===== config.mk =====
export PLATFORM = sky130hd
export DESIGN_NAME = serial_load_rx
export DESIGN_NICKNAME = d
export VERILOG_FILES = /design/src/rtl/serial_load_rx.sv
export SDC_FILE = /design/constraint.sdc
export NUM_CORES = 1
export LEC_CHECK = 0
export BUFFER_PORTS_ARGS = -buffer_cell sky130_fd_sc_hd__buf_2
export CAP_MARGIN = 20
export CORE_MARGIN = 2
export CORE_UTILIZATION = 35
export CTS_BUF_LIST = sky130_fd_sc_hd__clkbuf_4 sky130_fd_sc_hd__clkbuf_8 sky130_fd_sc_hd__clkbuf_16
export DETAILED_ROUTE_END_ITERATION = 6
export GPL_TIMING_DRIVEN = 0
export SYNTH_ARGS = -nofsm -noshare
export SYNTH_HDL_FRONTEND = slang
export SYNTH_SLANG_ARGS = --single-unit

===== constraint.sdc =====
create_clock -name clk -period 2.35 [get_ports clk]
set_input_delay 0.3525 -clock clk [delete_from_list [all_inputs] [get_ports clk]]
set_output_delay 0.3525 -clock clk [all_outputs]
set_load 0.01 [all_outputs]

===== src/rtl/serial_load_rx.sv =====
// Oversampling serial receiver that feeds the enabled flop bank: one load_en strobe per good LSB-first frame.
// Define SERIAL_LOAD_PARITY_EN to add an even-parity bit between the data bits and the stop bit.
module serial_load_rx #(
    parameter int CLKS_PER_BIT = 16,
    parameter int DATA_BITS    = 8
) (
    input  logic                 clk,
    input  logic                 reset,
    input  logic                 rx,
    output logic [DATA_BITS-1:0] data_out,
    output logic                 load_en,
    output logic                 frame_err,
    output logic                 busy
);

    localparam int CW = $clog2(CLKS_PER_BIT);
    localparam int IW = $clog2(DATA_BITS + 1);
    localparam logic [CW-1:0] HALF_LAST = CW'(CLKS_PER_BIT / 2 - 1);
    localparam logic [CW-1:0] FULL_LAST = CW'(CLKS_PER_BIT - 1);
    localparam logic [IW-1:0] IDX_LAST  = IW'(DATA_BITS - 1);

    typedef enum logic [2:0] {
        S_IDLE      = 3'd0,
        S_START     = 3'd1,
        S_DATA      = 3'd2,
`ifdef SERIAL_LOAD_PARITY_EN
        S_PARITY    = 3'd3,
`endif
        S_STOP      = 3'd4,
        S_WAIT_HIGH = 3'd5
    } state_t;

    state_t                 state_q;
    state_t                 state_d;
    logic                   rx_meta;
    logic                   rx_s;
    logic [CW-1:0]          cnt;
    logic [IW-1:0]          bit_idx;
    logic [DATA_BITS-1:0]   shift_q;
    logic                   mid_bit;
    logic                   par_bad;
    logic                   sample;
    logic                   load_d;
    logic                   err_d;

    // Two-flop synchronizer; idle-high so reset never looks like a start bit
    always_ff @(posedge clk or negedge reset) begin
        if (!reset) begin
            rx_meta <= 1'b1;
            rx_s    <= 1'b1;
        end else begin
            rx_meta <= rx;
            rx_s    <= rx_meta;
        end
    end

    assign mid_bit = (cnt == FULL_LAST);

`ifdef SERIAL_LOAD_PARITY_EN
    logic par_err_q;

    always_ff @(posedge clk) begin
        if (state_q == S_PARITY && sample)
            par_err_q <= rx_s ^ (^shift_q);
    end

    assign par_bad = par_err_q;
`else
    assign par_bad = 1'b0;
`endif

    always_ff @(posedge clk or negedge reset) begin
        if (!reset)
            state_q <= S_IDLE;
        else
            state_q <= state_d;
    end

    always_comb begin
        state_d = state_q;
        unique case (state_q)
            S_IDLE:      if (!rx_s) state_d = S_START;
            S_START:     if (cnt == HALF_LAST) state_d = rx_s ? S_IDLE : S_DATA;
            S_DATA: begin
                if (mid_bit && bit_idx == IDX_LAST) begin
`ifdef SERIAL_LOAD_PARITY_EN
                    state_d = S_PARITY;
`else
                    state_d = S_STOP;
`endif
                end
            end
`ifdef SERIAL_LOAD_PARITY_EN
            S_PARITY:    if (mid_bit) state_d = S_STOP;
`endif
            // A low stop bit means the line may be in break: wait for it to rise
            S_STOP:      if (mid_bit) state_d = rx_s ? S_IDLE : S_WAIT_HIGH;
            S_WAIT_HIGH: if (rx_s) state_d = S_IDLE;
            default:     state_d = S_IDLE;
        endcase
    end

    always_comb begin
        sample = 1'b0;
        load_d = 1'b0;
        err_d  = 1'b0;
        busy   = (state_q != S_IDLE);
        case (state_q)
            S_START:  sample = (cnt == HALF_LAST);
            S_DATA:   sample = mid_bit;
`ifdef SERIAL_LOAD_PARITY_EN
            S_PARITY: sample = mid_bit;
`endif
            S_STOP: begin
                sample = mid_bit;
                load_d = mid_bit && rx_s && !par_bad;
                err_d  = mid_bit && !(rx_s && !par_bad);
            end
            default: ;
        endcase
    end

    always_ff @(posedge clk or negedge reset) begin
        if (!reset) begin
            cnt       <= '0;
            bit_idx   <= '0;
            load_en   <= 1'b0;
            frame_err <= 1'b0;
            data_out  <= '0;
        end else begin
            load_en   <= load_d;
            frame_err <= err_d;
            if (load_d)
                data_out <= shift_q;
            if (state_q == S_IDLE || sample || state_d != state_q)
                cnt <= '0;
            else
                cnt <= cnt + CW'(1);
            if (state_q == S_START)
                bit_idx <= '0;
            else if (state_q == S_DATA && sample)
                bit_idx <= bit_idx + IW'(1);
        end
    end

    // LSB arrives first, so each new bit enters at the top and walks down
    always_ff @(posedge clk) begin
        if (state_q == S_DATA && sample)
            shift_q <= (shift_q >> 1) | (DATA_BITS'(rx_s) << (DATA_BITS - 1));
    end

endmodule


==> reports/qor.yml, run 1 <==
placed_cell_area_mm2: 0.00150
p_per_area_mw_per_mm2: 848
skew_ns: 0.00315
switching_share_pct: 29.8
power_mw: 1.35
start_util_pct: 37.0
cts_root_buffer: "clkbuf_8"
cts_tree: "yes"
place_ws_ns: 0.432
synth_nets: 113
cts-resized-gates: 0
synth.largest_area_cell: "dfrtp_1"
p_switching_uw: 402
path_max_fanout: 10
core_mm2: 0.00372
fin_crit_ns: 1.99
syn_area_per_cell_um2: 12.7
grt_overflow: 0
vias: 918
clock-sinks: 31
drv_slew: 0
yosys-top-cells-count: "dfrtp_1, edfxtp_1, mux2_4, nand3_1, o211ai_1"
drt_iter0_drc: 46
path_clk_slew_ns: 0.06
p_leak_nw: 0.717
hpwlAfterDp_um: 1740
diodes: 0
hold_class: "input pin to asynchronous set/reset pin"
cts_setup_buffers: 0
power_frac_comb_pct: 21.1
rows: 22
gp_congestion: 0.812
hold_viol: 0
yosysMostFrequentCell: "dfrtp_1"
internal_power_uw: 947
layout_setup_ws_ns: 0.357
synth_area_leaders: "dfrtp_1, edfxtp_1, mux2_4"
htreeDepth: 2
firstDrtPassIters: 4
antenna_found_initial: 0
synth-edff-count: 8
syn-instance-count: 108
tightestPinTransition_ns: 0.659
fin_setup_tns_ns: 0
insertion_delay_ns: 0.28
final_layout_size_suffix_gt1_share_pct: 25.6
die_w_um: 66.7
finalCritPeriodShare_pct: 84.8
track_usage_pct: 13.6
fmaxAchievable_mhz: 502
setup_viol: 0
numCtsBuffers: 5
yosysSeqAreaShare_pct: 59.5
final_cell_area_mm2: 0.00159
io_buffers: 13
drv_cap: 0
p_seq_share_pct: 48.2
synth_seq_cells: 31
dieArea_mm2: 0.00445
drc: 0
io_pins: 14
p_clk_share_pct: 30.8
grt_pass1_vias: 898
netlist_area_mm2: 0.00138
cp-end-kind: "output pin"
vias_per_cell: 5.19
cts_hold_buf: 0
critical_path_required_ns: 2.00
grt_max_degree: 24
nets: 133
antenna_left: 0
cp-start-kind: "register"
rsz0062_at_grt: "no"
wl_per_cell_um: 14.3
yosys_warnings: 0
slew_headroom_pct: 55.9
synth_cell_type_count: 37
grt_pass1_wl_um: 4450
clockBufferDepth: 2
peakVddDrop_mv: 0.612
synth_top_area_share_pct: 38.2
crit_arrival_ns: 1.64
critical_path_class: "register to output pin"
die_h_um: 66.7
outcome: "completed"
synthArstFlopShare_pct: 74.2
area_growth_pct: 15.5
drt-total-wl_um: 2530
ys.flop_type: "dfrtp_1"
## final timing paths
check                                startpoint                     end  slack (ns)  depth (start not counted)
hold / removal                            reset  bit_idx[2]$_DFFE_PN0P_        0.05                          1
max in group asynchronous                 reset       rx_meta$_DFF_PN1_        1.93                          1
setup / recovery           state_q[0]$_DFF_PN0_                    busy        0.36                          4
setup reg to reg               cnt[0]$_DFF_PN0_    shift_q[4]$_DFFE_PP_        0.41                          4
hold reg to reg               rx_meta$_DFF_PN1_          rx_s$_DFF_PN1_        0.36                          0
min in group clk                             rx       rx_meta$_DFF_PN1_        0.17                          1
## stage by stage
stage / util [%] / hold slack [ns] / instances
finish: 42.8 / 0.0474 / 177
global placement: 40.4 / 0.346 / 169
detailed placement: 40.4 / 0.350 / 169
floorplan: - / 0.0569 / 108
global route: 42.8 / 0.0909 / 177
CTS: 42.8 / 0.0587 / 177
## worst max-delay path, cell delays in order (launching register included)
cell	delay, ns
dfrtp_1	0.37
clkbuf_1	0.20
clkbuf_1	0.26
or3_1	0.38
buf_2	0.14
## power groups by stage
stage               Sequential (mW)  Clock, mW  Combinational [mW]
floorplan                     0.646          0               0.218
global placement              0.654          0               0.272
detailed placement            0.659          0               0.285
CTS                           0.649      0.429               0.287
global route                  0.659      0.450               0.318
finish                        0.650      0.415               0.284
## cell usage in the layout (no fill, tap or decap), drive strengths merged, types with 3 or more instances in the layout
cell,n
a211oi,3
a21oi,3
buf,14
clkbuf,12
dfrtp,21
edfxtp,8
inv,3
mux2,8
nand2b,3
nand3,7
nor2,5
o211ai,6
o21ai,4
## registers in the layout (all words and copies together), names as in the netlist
| name | count |
|---|---|
| rx_meta | 1 |
| data_out | 8 |
| bit_idx | 4 |
| shift_q | 8 |
| cnt | 4 |
| rx_s | 1 |
| frame_err | 1 |
| load_en | 1 |
| state_q | 3 |
## logic make-up (layout without fill, tap and decap cells)
| group | Yosys count | in the layout | share of synthesized area (%) |
|---|---|---|---|
| compound gates | 23 | 23 | 11.8 |
| fa+ha+maj | 2 | 2 | 1.82 |
| simple gates | 33 | 33 | 13.9 |
| xor+xnor | 2 | 2 | 1.27 |
| mux | 8 | 8 | 8.73 |
| flops | 31 | 31 | 59.5 |
| buf+inv | 9 | 30 | 3.00 |
## metal layers
metal | up-vias | global-route usage, % | routed length (µm)
li1 | 443 | - | -
met1 | 443 | 16.6 | 1160
met2 | 25 | 21.8 | 1180
met3 | 7 | 4.05 | 127
met4 | 0 | 6.89 | 54
met5 | - | 0 | 0
## layout make-up
class	count	area, µm²
fill	350	2130
sequential	31	818
multi-input combinational	68	517
clock buffer	7	83.8
timing repair buffer	13	65.1
tap	48	60.1
buffer	6	30.0
inverter	3	11.3
clock inverter	1	5.00
Power figures use the tool's default switching activity.
==> run 2: changes to the inputs <==
- clock period: 2.35 -> 2.05 ns (I/O delays scaled with it)
==> reports/qor.yml, run 2 (synthesized netlist as in run 1, its figures left out) <==
outcome: "completed"
wl_per_cell_um: 14.2  # -0.32%
final_cell_mix: "dfrtp_1, buf_2, mux2_4, edfxtp_1, nand3_1"
clockBufferDepth: 2  # unchanged
antenna_found_initial: 0  # unchanged
fin_crit_ns: 1.95
critical_path_required_ns: 1.74  # -0.26 ns
die_w_um: 66.7  # unchanged
cts_root_buffer: "clkbuf_8"
p_leak_nw: 0.717  # about the same
p_switching_uw: 460  # +14%
internal_power_mw: 1.09  # +15%
hpwlAfterDp_um: 1740  # unchanged
r2r_cells: 5  # +1
htreeDepth: 2  # unchanged
setup_viol: 0  # unchanged
finalCritPeriodShare_pct: 94.9
crit_end: "busy"
rows: 22  # unchanged
firstDrtPassIters: 4  # unchanged
drt_iter0_drc: 47  # +2.2%
reg2reg_to: "data_out[4]$_DFFE_PN0P_"
cts_setup_buffers: 0  # unchanged
tightestPinTransition_ns: 0.531  # -0.128 ns
grt_pass1_vias: 898  # unchanged
fmaxAchievable_mhz: 514
gp_congestion: 0.812  # unchanged
io_pins: 14  # unchanged
core_mm2: 0.00372  # unchanged
place_ws_ns: 0.132  # -0.300 ns
crit_arrival_ns: 1.64  # about the same
p_clk_share_pct: 30.7  # about the same
top_regs: "data_out: 8 flops, shift_q: 8 flops"
cp-startpoint: "state_q[0]$_DFF_PN0_"
switching_share_pct: 29.8  # -0.045 points
slew_headroom_pct: 64.6  # +8.7 points
fin_cells: 177  # unchanged
nets: 133  # unchanged
track_usage_pct: 13.6  # unchanged
critical_path_class: "register to output pin"
path_clk_slew_ns: 0.06  # about the same
clock-sinks: 31  # unchanged
dieArea_mm2: 0.00445  # unchanged
r2r_start: "cnt[0]$_DFF_PN0_"
hold_class: "input pin to asynchronous set/reset pin"
final_common_cell: "dfrtp_1"
numCtsBuffers: 5  # unchanged
rsz0062_at_grt: "no"
start_util_pct: 37.0  # unchanged
area_growth_pct: 15.7
path_max_fanout: 10  # unchanged
hold_viol: 0  # unchanged
skew_ns: 0.00324  # +0.0000945 ns
vias_per_cell: 5.28  # +1.7%
p_seq_share_pct: 48.2  # about the same
antenna_left: 0  # unchanged
insertion_delay_ns: 0.27  # about the same
r2r_slack_ns: 0.16  # -0.25 ns
grt_overflow: 0  # unchanged
final_layout_size_suffix_gt1_share_pct: 26.4  # +0.78 points
vias: 934  # +1.7%
grt_max_degree: 24  # unchanged
drt-total-wl_um: 2520  # -0.32%
cp-end-kind: "output pin"
drv_cap: 0  # unchanged
layout_setup_ws_ns: 0.104  # -0.253 ns
cp-start-kind: "register"
grt_pass1_wl_um: 4450  # unchanged
die_h_um: 66.7  # unchanged
drv_slew: 0  # unchanged
io_buffers: 13  # unchanged
diodes: 0  # unchanged
peakVddDrop_mv: 0.700  # +14%
drc: 0  # unchanged
fin_setup_tns_ns: 0  # unchanged
place_inst: 169  # unchanged
p_per_area_mw_per_mm2: 970  # +14%
cts_tree: "yes"
power_mw: 1.55  # +15%
power_frac_comb_pct: 21.1  # about the same
==> run 2: changes by cell type in the layout (fill, tap and decap cells not counted) <==
cell and delta:
nor2_1 -1, nor2_2 +1
==> run 2: cell type report <==
cell class,instances,area (µm²)
clock inverters,1,5.00
multi-input cells,68,519
plain buffers,6,30.0
flip-flops and latches,31,818
clock buffers,7,83.8
fillers,349,2120
inverters,3,11.3
well taps,48,60.1
repair buffers,13,65.1
==> run 2: through the flow <==
| step | util, % | hold WS, ns | instance area (µm²) |
|---|---|---|---|
| 6_report | 42.9 | 0.00441 | 1590 |
| 5_1_grt | 42.9 | 0.0459 | 1590 |
| 4_1_cts | 42.8 | 0.0137 | 1590 |
| 3_5_place_dp | 40.4 | 0.318 | 1500 |
| 3_3_place_gp | 40.4 | 0.320 | 1500 |
| 2_1_floorplan | - | 0.0119 | 1380 |
==> run 2: metal layers <==
| layer | GRT usage, % | up-vias | wire length (µm) |
|---|---|---|---|
| met4 | 6.89 | 0 | 54 |
| met1 | 16.6 | 458 | 1160 |
| met5 | 0 | - | 0 |
| met3 | 4.05 | 7 | 131 |
| met2 | 21.8 | 25 | 1180 |
| li1 | - | 444 | - |
==> run 2: worst min-delay path by stage <==
stage                               to  slack (ns)  cells past startpoint
2_1_floorplan   bit_idx[0]$_DFFE_PN0P_        0.01                      0
3_3_place_gp   data_out[1]$_DFFE_PN0P_        0.32                      1
3_5_place_dp   data_out[0]$_DFFE_PN0P_        0.32                      1
4_1_cts        data_out[0]$_DFFE_PN0P_        0.01                      1
5_1_grt        data_out[1]$_DFFE_PN0P_        0.05                      1
6_report        bit_idx[2]$_DFFE_PN0P_       0.004                      1
==> run 2: timing repair <==
action / 4_1_cts / 5_1_grt
hold buffers: 0 / 0
endpoints found under the setup margin: 0 / 8
gates resized for setup: 0 / 1
==> run 2: power by group through the flow <==
stage	clock network [mW]	registers, mW	logic [mW]
2_1_floorplan	0	0.741	0.250
3_3_place_gp	0	0.749	0.312
3_5_place_dp	0	0.755	0.326
4_1_cts	0.491	0.744	0.329
5_1_grt	0.516	0.756	0.365
6_report	0.475	0.745	0.325
==> run 2: critical path, cell delays in order, from the launching register on <==
cell and delay, ns:
dfrtp_1 0.37, clkbuf_1 0.20, clkbuf_1 0.26, or3_1 0.38
buf_2 0.14
==> run 3: changes to the inputs <==
- CORE_MARGIN: 2 -> 5
- PLACE_DENSITY_LB_ADDON: default -> 0.25
==> reports/qor.yml, run 3 (synthesized netlist as in run 1, its figures left out) <==
finalCritPeriodShare_pct: 89.6  # -5.3 points
numCtsBuffers: 5  # unchanged
skew_ns: 0.00955  # +0.00630 ns
final_cell_mix: "dfrtp_1, buf_2, mux2_4, edfxtp_1, nand3_1"
drt_iter0_drc: 43  # -8.5%
antenna_found_initial: 0  # unchanged
layout_setup_ws_ns: 0.213  # +0.109 ns
crit_arrival_ns: 2.00  # +0.36 ns
diodes: 0  # unchanged
vias: 897  # -4.0%
antenna_left: 0  # unchanged
htreeDepth: 2  # unchanged
cp-end-kind: "register"
r2r_start: "cnt[0]$_DFF_PN0_"
insertion_delay_ns: 0.28  # about the same
r2r_cells: 5  # unchanged
clock-sinks: 31  # unchanged
grt_pass1_vias: 878  # -2.2%
cts_tree: "yes"
drc: 0  # unchanged
hold_viol: 0  # unchanged
io_pins: 14  # unchanged
grt_pass1_wl_um: 4340  # -2.5%
reg2reg_to: "data_out[6]$_DFFE_PN0P_"
grt_overflow: 0  # unchanged
fin_util_pct: 42.9  # +0.086 points
path_max_fanout: 9  # -1
slew_headroom_pct: 53.8  # -11 points
fin_setup_tns_ns: 0  # unchanged
core_mm2: 0.00374  # +0.74%
grt_max_degree: 24  # unchanged
top_regs: "data_out: 8 flops, shift_q: 8 flops"
rows: 22  # unchanged
area_growth_pct: 16.8
dieArea_mm2: 0.00529  # +19%
gp_congestion: 0.760  # -6.4%
drt-total-wl_um: 2570  # +1.8%
drv_cap: 0  # unchanged
vias_per_cell: 5.10  # -3.4%
clockBufferDepth: 2  # unchanged
cts_setup_buffers: 0  # unchanged
hpwlAfterDp_um: 1730  # -0.10%
critical_path_required_ns: 2.21  # +0.47 ns
firstDrtPassIters: 4  # unchanged
tightestPinTransition_ns: 0.693  # +0.162 ns
final_layout_size_suffix_gt1_share_pct: 25.8  # -0.58 points
setup_viol: 0  # unchanged
start_util_pct: 36.8  # -0.27 points
rsz0062_at_grt: "no"
critical_path_class: "register to register"
fmaxAchievable_mhz: 544  # +5.9%
wl_per_cell_um: 14.6  # +2.4%
fin_cells: 176  # -0.56%
p_per_area_mw_per_mm2: 1020  # +5.1%
drv_slew: 0  # unchanged
io_buffers: 13  # unchanged
die_h_um: 72.7  # +9.0%
hold_class: "input pin to asynchronous set/reset pin"
track_usage_pct: 10.8  # -2.9 points
outcome: "completed"
place_inst: 169  # unchanged
die_w_um: 72.7  # +9.0%
nets: 132  # -0.75%
cts_root_buffer: "clkbuf_8"
path_clk_slew_ns: 0.07  # about the same
final_common_cell: "dfrtp_1"
fin_crit_ns: 1.84  # -0.109 ns
r2r_slack_ns: 0.21  # +0.05 ns
cp-start-kind: "register"
p_leak_nw: 0.722  # +0.74%
peakVddDrop_mv: 0.487  # -30%
place_ws_ns: 0.154  # +0.0213 ns
[run 3: per-layer routing]
| layer | GRT usage (%) | routed length [µm] |
|---|---|---|
| met5 | 0 | 0 |
| met4 | 3.07 | 25 |
| met3 | 4.41 | 140 |
| met2 | 16.1 | 1170 |
| met1 | 14.3 | 1230 |
[run 3: repair_timing]
action,CTS,global route
hold buffers,0,0
gates resized for setup,0,1
setup endpoints to repair,0,9
[run 3: how the worst max path moves through the flow]
| stage | start | to | slack (ns) | cells past startpoint |
|---|---|---|---|---|
| after global routing | state_q[0]$_DFF_PN0_ | busy | 0.07 | 3 |
| after CTS | state_q[0]$_DFF_PN0_ | busy | 0.11 | 4 |
| after floorplan | cnt[0]$_DFF_PN0_ | data_out[0]$_DFFE_PN0P_ | 0.30 | 5 |
| after detailed placement | cnt[0]$_DFF_PN0_ | shift_q[5]$_DFFE_PP_ | 0.15 | 4 |
| after global placement | cnt[0]$_DFF_PN0_ | shift_q[6]$_DFFE_PP_ | 0.13 | 4 |
| final | cnt[0]$_DFF_PN0_ | data_out[6]$_DFFE_PN0P_ | 0.21 | 5 |
[run 3: report_power, final]
group / internal [mW] / switching (mW) / leakage [nW] / total, mW
sequential: 0.690 / 0.0526 / 0.376 / 0.742
clock: 0.355 / 0.223 / 0.0556 / 0.578
combinational: 0.128 / 0.191 / 0.290 / 0.319
total: 1.17 / 0.466 / 0.722 / 1.64
[run 3: final cells by class]
type | count | area, µm²
Buffer | 5 | 26.3
Fill cell | 377 | 2140
Tap cell | 48 | 60.1
Timing Repair Buffer | 13 | 65.1
Multi-Input combinational cell | 68 | 519
Clock buffer | 5 | 68.8
Sequential cell | 31 | 818
Inverter | 3 | 11.3
Clock inverter | 3 | 38.8
[run 3: critical path: stages, from the launching register on]
cell     delay [ns]
dfrtp_1        0.37
ha_1           0.24
nand3_1        0.12
or4b_1         0.53
buf_6          0.17
mux2_4         0.30
[run 3: per-stage QoR]
stage / cell area [µm²] / power, mW / hold WS, ns
after floorplan: 1380 / 0.991 / 0.0119
after global placement: 1500 / 1.07 / 0.323
after detailed placement: 1500 / 1.08 / 0.320
after CTS: 1610 / 1.67 / 0.0198
after global routing: 1610 / 1.74 / 0.0564
final: 1610 / 1.64 / 0.00531
